### config.mk
export PLATFORM = sky130hd
export DESIGN_NAME = seg7_scan_driver
export DESIGN_NICKNAME = d
export VERILOG_FILES = /design/src/rtl/seg7_scan_driver.sv
export SDC_FILE = /design/constraint.sdc
export NUM_CORES = 1
export LEC_CHECK = 0
export BUFFER_PORTS_ARGS = -buffer_cell sky130_fd_sc_hd__buf_2
export CORE_ASPECT_RATIO = 2
export CORE_MARGIN = 2
export CORE_UTILIZATION = 42
export CTS_CLUSTER_DIAMETER = 60
export CTS_CLUSTER_SIZE = 10
export DETAILED_ROUTE_END_ITERATION = 8
export PLACE_DENSITY_LB_ADDON = 0.25
export REMOVE_ABC_BUFFERS = 1
export SYNTH_ARGS = -nofsm -noshare
export SYNTH_HDL_FRONTEND = slang
export SYNTH_SLANG_ARGS = --single-unit
### constraint.sdc
create_clock -name clk -period 3.2 [get_ports clk]
set_input_delay 0.48 -clock clk [delete_from_list [all_inputs] [get_ports clk]]
set_output_delay 0.48 -clock clk [all_outputs]
set_load 0.01 [all_outputs]
### src/rtl/seg7_scan_driver.sv
// Common-anode 7-segment scan driver: advances one digit per rising edge of the slow_clk strobe,
// with frame-wrap shadow capture for tear-free display. Optional build macro: SEG7_LEADING_ZERO_BLANK_EN.
module seg7_scan_driver #(
    parameter int NUM_DIGITS = 4
) (
    input  logic                      clk,
    input  logic                      reset,
    input  logic                      slow_clk,
    input  logic                      enable,
    input  logic [4*NUM_DIGITS-1:0]   value,
    output logic [NUM_DIGITS-1:0]     anode,
    output logic [6:0]                seg
);

    localparam int                IDX_W    = $clog2(NUM_DIGITS);
    localparam logic [IDX_W-1:0]  LAST_IDX = IDX_W'(NUM_DIGITS - 1);
    localparam logic [6:0]        SEG_OFF  = 7'h7F;

    logic                     slow_d;
    logic                     tick;
    logic [IDX_W-1:0]         idx;
    logic [4*NUM_DIGITS-1:0]  shadow;
    logic [3:0]               cur_digit;
    logic                     cur_blank;
    logic [NUM_DIGITS-1:0]    anode_next;
    logic [6:0]               seg_next;

    // Active-low {g,f,e,d,c,b,a} patterns.
    function automatic logic [6:0] hex7(input logic [3:0] d);
        case (d)
            4'h0: hex7 = 7'b1000000;
            4'h1: hex7 = 7'b1111001;
            4'h2: hex7 = 7'b0100100;
            4'h3: hex7 = 7'b0110000;
            4'h4: hex7 = 7'b0011001;
            4'h5: hex7 = 7'b0010010;
            4'h6: hex7 = 7'b0000010;
            4'h7: hex7 = 7'b1111000;
            4'h8: hex7 = 7'b0000000;
            4'h9: hex7 = 7'b0010000;
            4'hA: hex7 = 7'b0001000;
            4'hB: hex7 = 7'b0000011;
            4'hC: hex7 = 7'b1000110;
            4'hD: hex7 = 7'b0100001;
            4'hE: hex7 = 7'b0000110;
            default: hex7 = 7'b0001110;
        endcase
    endfunction

    // slow_d resets high so a strobe already high at reset release is not a new edge.
    assign tick = slow_clk & ~slow_d;

    // NOTE: sequential state uses non-blocking assignments so every register samples pre-edge values.
    always_ff @(posedge clk) begin
        if (reset) begin
            slow_d <= 1'b1;
            idx    <= '0;
            shadow <= '0;
        end else begin
            slow_d <= slow_clk;
            if (tick) begin
                if (idx == LAST_IDX) begin
                    idx    <= '0;
                    shadow <= value;
                end else begin
                    idx <= idx + IDX_W'(1);
                end
            end
        end
    end

    // NOTE: every always_comb output gets a default first so no path can infer a latch.
    always_comb begin
        cur_digit  = 4'h0;
        anode_next = '1;
        for (int i = 0; i < NUM_DIGITS; i++) begin
            if (idx == IDX_W'(i)) begin
                cur_digit     = shadow[4*i +: 4];
                anode_next[i] = 1'b0;
            end
        end
    end

`ifdef SEG7_LEADING_ZERO_BLANK_EN
    logic [NUM_DIGITS-1:0] blank_mask;

    // A digit is a leading zero when it and every more significant digit are zero; digit 0 always shows.
    always_comb begin
        logic zero_run;
        zero_run   = 1'b1;
        blank_mask = '0;
        for (int i = NUM_DIGITS - 1; i > 0; i--) begin
            zero_run      = zero_run & (shadow[4*i +: 4] == 4'h0);
            blank_mask[i] = zero_run;
        end
    end

    always_comb begin
        cur_blank = 1'b0;
        for (int i = 0; i < NUM_DIGITS; i++) begin
            if (idx == IDX_W'(i)) begin
                cur_blank = blank_mask[i];
            end
        end
    end
`else
    assign cur_blank = 1'b0;
`endif

    assign seg_next = cur_blank ? SEG_OFF : hex7(cur_digit);

    // Output stage lags idx by one clk; enable gates the pins only, never the scan.
    always_ff @(posedge clk) begin
        if (reset) begin
            anode <= '1;
            seg   <= SEG_OFF;
        end else if (enable) begin
            anode <= anode_next;
            seg   <= seg_next;
        end else begin
            anode <= '1;
            seg   <= SEG_OFF;
        end
    end

endmodule

==> flow_metrics.env <==
export IMPL_pwr_density_cell_nw_per_um2=447
export IMPL_placed_cell_area_um2=1560
export IMPL_antenna_cells=0
export IMPL_fillers=347
export IMPL_num_nets_final=225
export IMPL_critPathTopFamily="adder cells"
export IMPL_ctsResizeCount=0
export IMPL_period_minus_slack_ns=2.43
export IMPL_overflow=0
export IMPL_synthAdderAreaFrac=0.0876
export IMPL_synth_edf_count=0
export IMPL_cts_sinks=30
export IMPL_synth_top_area_frac=0.421
export IMPL_gp_congestion=0.821
export IMPL_ys_flop_type="dfxtp_1"
export IMPL_cts_clk_slew_worst_paths_ns=0.06
export IMPL_cp_required_ns=3.34
export IMPL_cts_setup_buffers=0
export IMPL_synth_area_mux_share=0.00701
export IMPL_synth_seq_cells=30
export IMPL_crit_end="seg[6]"
export IMPL_dp_slack_ns=0.797
export IMPL_synthSimpleGateAreaFrac=0.213
export IMPL_yosysSeqAreaShare=0.421
export IMPL_drive_gt1_frac=0.224
export IMPL_start_util=0.432
export IMPL_outcome="complete, no violations"
export IMPL_min_from="slow_clk"
export IMPL_p_leak_uw=0.000611
export IMPL_finalWirelength_um=2810
export IMPL_worst_setup_path_end_kind="flop"
export IMPL_critPathLaunchType="flop"
export IMPL_yosysTopAreaCell="dfxtp_1"
export IMPL_final_common_cell="nand2_1"
export IMPL_timing_setup_tns_ns=0
export IMPL_cp_num_cells=8
export IMPL_worstSetupPathType="reg -> reg"
export IMPL_gr_usage_all_layers=0.166
export IMPL_worstPathMaxFanout=16
export IMPL_wire_per_inst_um=12.3
export IMPL_htree_levels=2
export IMPL_pin_count=31
export IMPL_rsz0062_at_grt="no"
export IMPL_hpwl_um=2080
export IMPL_irDropWorstVdd_uv=270
export IMPL_slew_violations=0
export IMPL_clockPowerShare=0.416
export IMPL_hold_viol_final=0
export IMPL_portBuffers=30
export IMPL_worstReg2RegEnd="seg[6]"
export IMPL_r2r_cells=8
export IMPL_syn_avg_cell_area_um2=8.50
export IMPL_syn_inst=168
export IMPL_worst_slack_ns=0.775
export IMPL_path_cells="ha_1 -> a21oi_1 -> a22oi_1 -> inv_1 -> ha_1 -> nand2_1 -> a21boi_1 -> o21ai_1"
export IMPL_ys_top_cells_by_area="dfxtp_1 42%, nand2_1 12%, ha_1 8.8%, a21oi_1 7.4%, nor2_1 2.1%"
export IMPL_area_delta_synth_final_pct=15.8
export IMPL_sw_frac_of_total=0.220
export IMPL_hold_path_class="in -> reg"
export IMPL_synth_top_family_by_area="compound AO/OA/AOI/OAI gates"
export IMPL_intPower_uw=577
export IMPL_slowest_stage="ha_1"
export IMPL_antenna_found_initial=0
export IMPL_rows=30
export IMPL_dieArea_um2=3910
export IMPL_die_h_um=86.5
export IMPL_period_share=0.758
export IMPL_cts_tree="yes"
export IMPL_grt_max_degree=22
export IMPL_holdBufCountCts=0
export IMPL_max_freq_ghz=0.412
export IMPL_worst_slew_pin_slew_ns=0.815
export IMPL_grt_pass1_wl_um=4730
export IMPL_via_count=1174
export IMPL_viasPerCell=5.15
export IMPL_root_buffer="clkbuf_8"
export IMPL_maxCapViolCount=0
export IMPL_clk_latency_ns=0.28
export IMPL_pwr_share_comb=0.066
export IMPL_cts_buffers=5
export IMPL_synthXorXnorAreaFrac=0
export IMPL_r2r_start="idx[0]"
export IMPL_worst_path_buf_inv=1
export IMPL_whs_ns=0.394
export IMPL_setup_violations=0
export IMPL_slew_headroom=0.456
export IMPL_power_share_sequential=0.518
export IMPL_ff2ff_setup_slack_ns=0.77
export IMPL_switchingPower_uw=162
export IMPL_slowest_delay_ns=0.57
export IMPL_finalInstanceArea_um2=1650
export IMPL_post_synth_num_cell_types=36
export IMPL_core_area_um2=3300
export IMPL_cp_startpoint="idx[0]"
export IMPL_synth_compound_area_frac=0.214
export IMPL_grt_pass1_vias=1077
export IMPL_worstPathArrival_ns=2.57
export IMPL_fin_skew_ns=0.00463
export IMPL_final_cell_mix="45 x nand2_1, 30 x dfxtp_1, 30 x buf_2, 21 x a21oi_1, 10 x ha_1"
export IMPL_netlist_area_um2=1430
export IMPL_first_iter_violations=10
export IMPL_dr_pass1_iters=4
export IMPL_fp_dieW_um=45.2
export IMPL_cpMostUsedCell="ha_1"
export IMPL_yosys_warnings=0
export IMPL_synth_async_reset_ratio=0
export IMPL_clk_path_buf_depth=2
export IMPL_drtAntennaViolNets=0
export IMPL_drc=0
## routing by layer
layer / global-route usage / wire (µm) / vias up
met1: 0.176 / 1180 / 521
met4: 0.107 / 81 / 0
met3: 0.0458 / 123 / 6
li1: - / - / 619
met5: 0 / 0 / -
met2: 0.275 / 1430 / 28
## power by group through the flow
stage	logic [µW]	clock network, µW	registers, µW
after floorplan	21.7	0	394
after global placement	49.4	0	391
after detailed placement	49.5	0	391
after CTS	49.7	317	383
after global routing	55.2	333	383
final	49.0	307	383
## area by class of cell
type                       count  area (µm²)  share of cell area
timing repair buffer          30         150              0.0908
sequential                    30         601               0.363
clock buffer                   7        86.3              0.0522
inverter                       7        26.3              0.0159
tap                           32        40.0              0.0242
clock inverter                 1        5.00             0.00303
multi-input combinational    121         744               0.450
## kinds of logic after synthesis
group | Yosys count
adders and majority gates | 10
AOI/OAI and AO/OA | 44
DFF | 30
muxes | 1
and+or+nand+nor | 66
buffers and inverters | 17
## worst register-to-register path: cells and delay by family (launching register included)
family / cells / cell delay (ns)
flip-flops: 1 / 0.38
adder cells (fa/ha/maj): 2 / 0.84
AO/OA/AOI/OAI: 4 / 0.80
buffers and inverters: 1 / 0.17
AND/OR/NAND/NOR: 1 / 0.09
## cells in the mapped netlist (2+ instances only)
master	instances
ha_1	10
o21ai_0	4
nor2_1	8
o211ai_1	2
nor3b_1	2
clkbuf_1	5
a31oi_1	2
nand3b_1	2
o21ai_1	2
buf_2	3
nand2_1	45
a21oi_1	21
inv_1	7
dfxtp_1	30
nor2b_1	3
buf_6	2
## per-stage QoR
stage	instances	utilization	power, µW
after floorplan	158	-	416
after global placement	220	0.473	440
after detailed placement	220	0.473	441
after CTS	228	0.500	749
after global routing	228	0.500	771
final	228	0.500	739
## worst min-delay path by stage
stage / slack, ns / depth (start not counted) / to
global route: 0.39 / 2 / slow_d
CTS: 0.39 / 2 / slow_d
global placement: 0.45 / 2 / shadow[15]
detailed placement: 0.45 / 2 / shadow[13]
finish: 0.39 / 2 / slow_d
floorplan: 0.43 / 2 / shadow[14]
## flip-flops by register name, summed over array words and instances, names as in the netlist
| signal | flops |
|---|---|
| slow_d | 1 |
| anode | 4 |
| shadow | 16 |
| seg | 7 |
| idx | 2 |
Note: power is estimated with default switching activity, not from simulation.
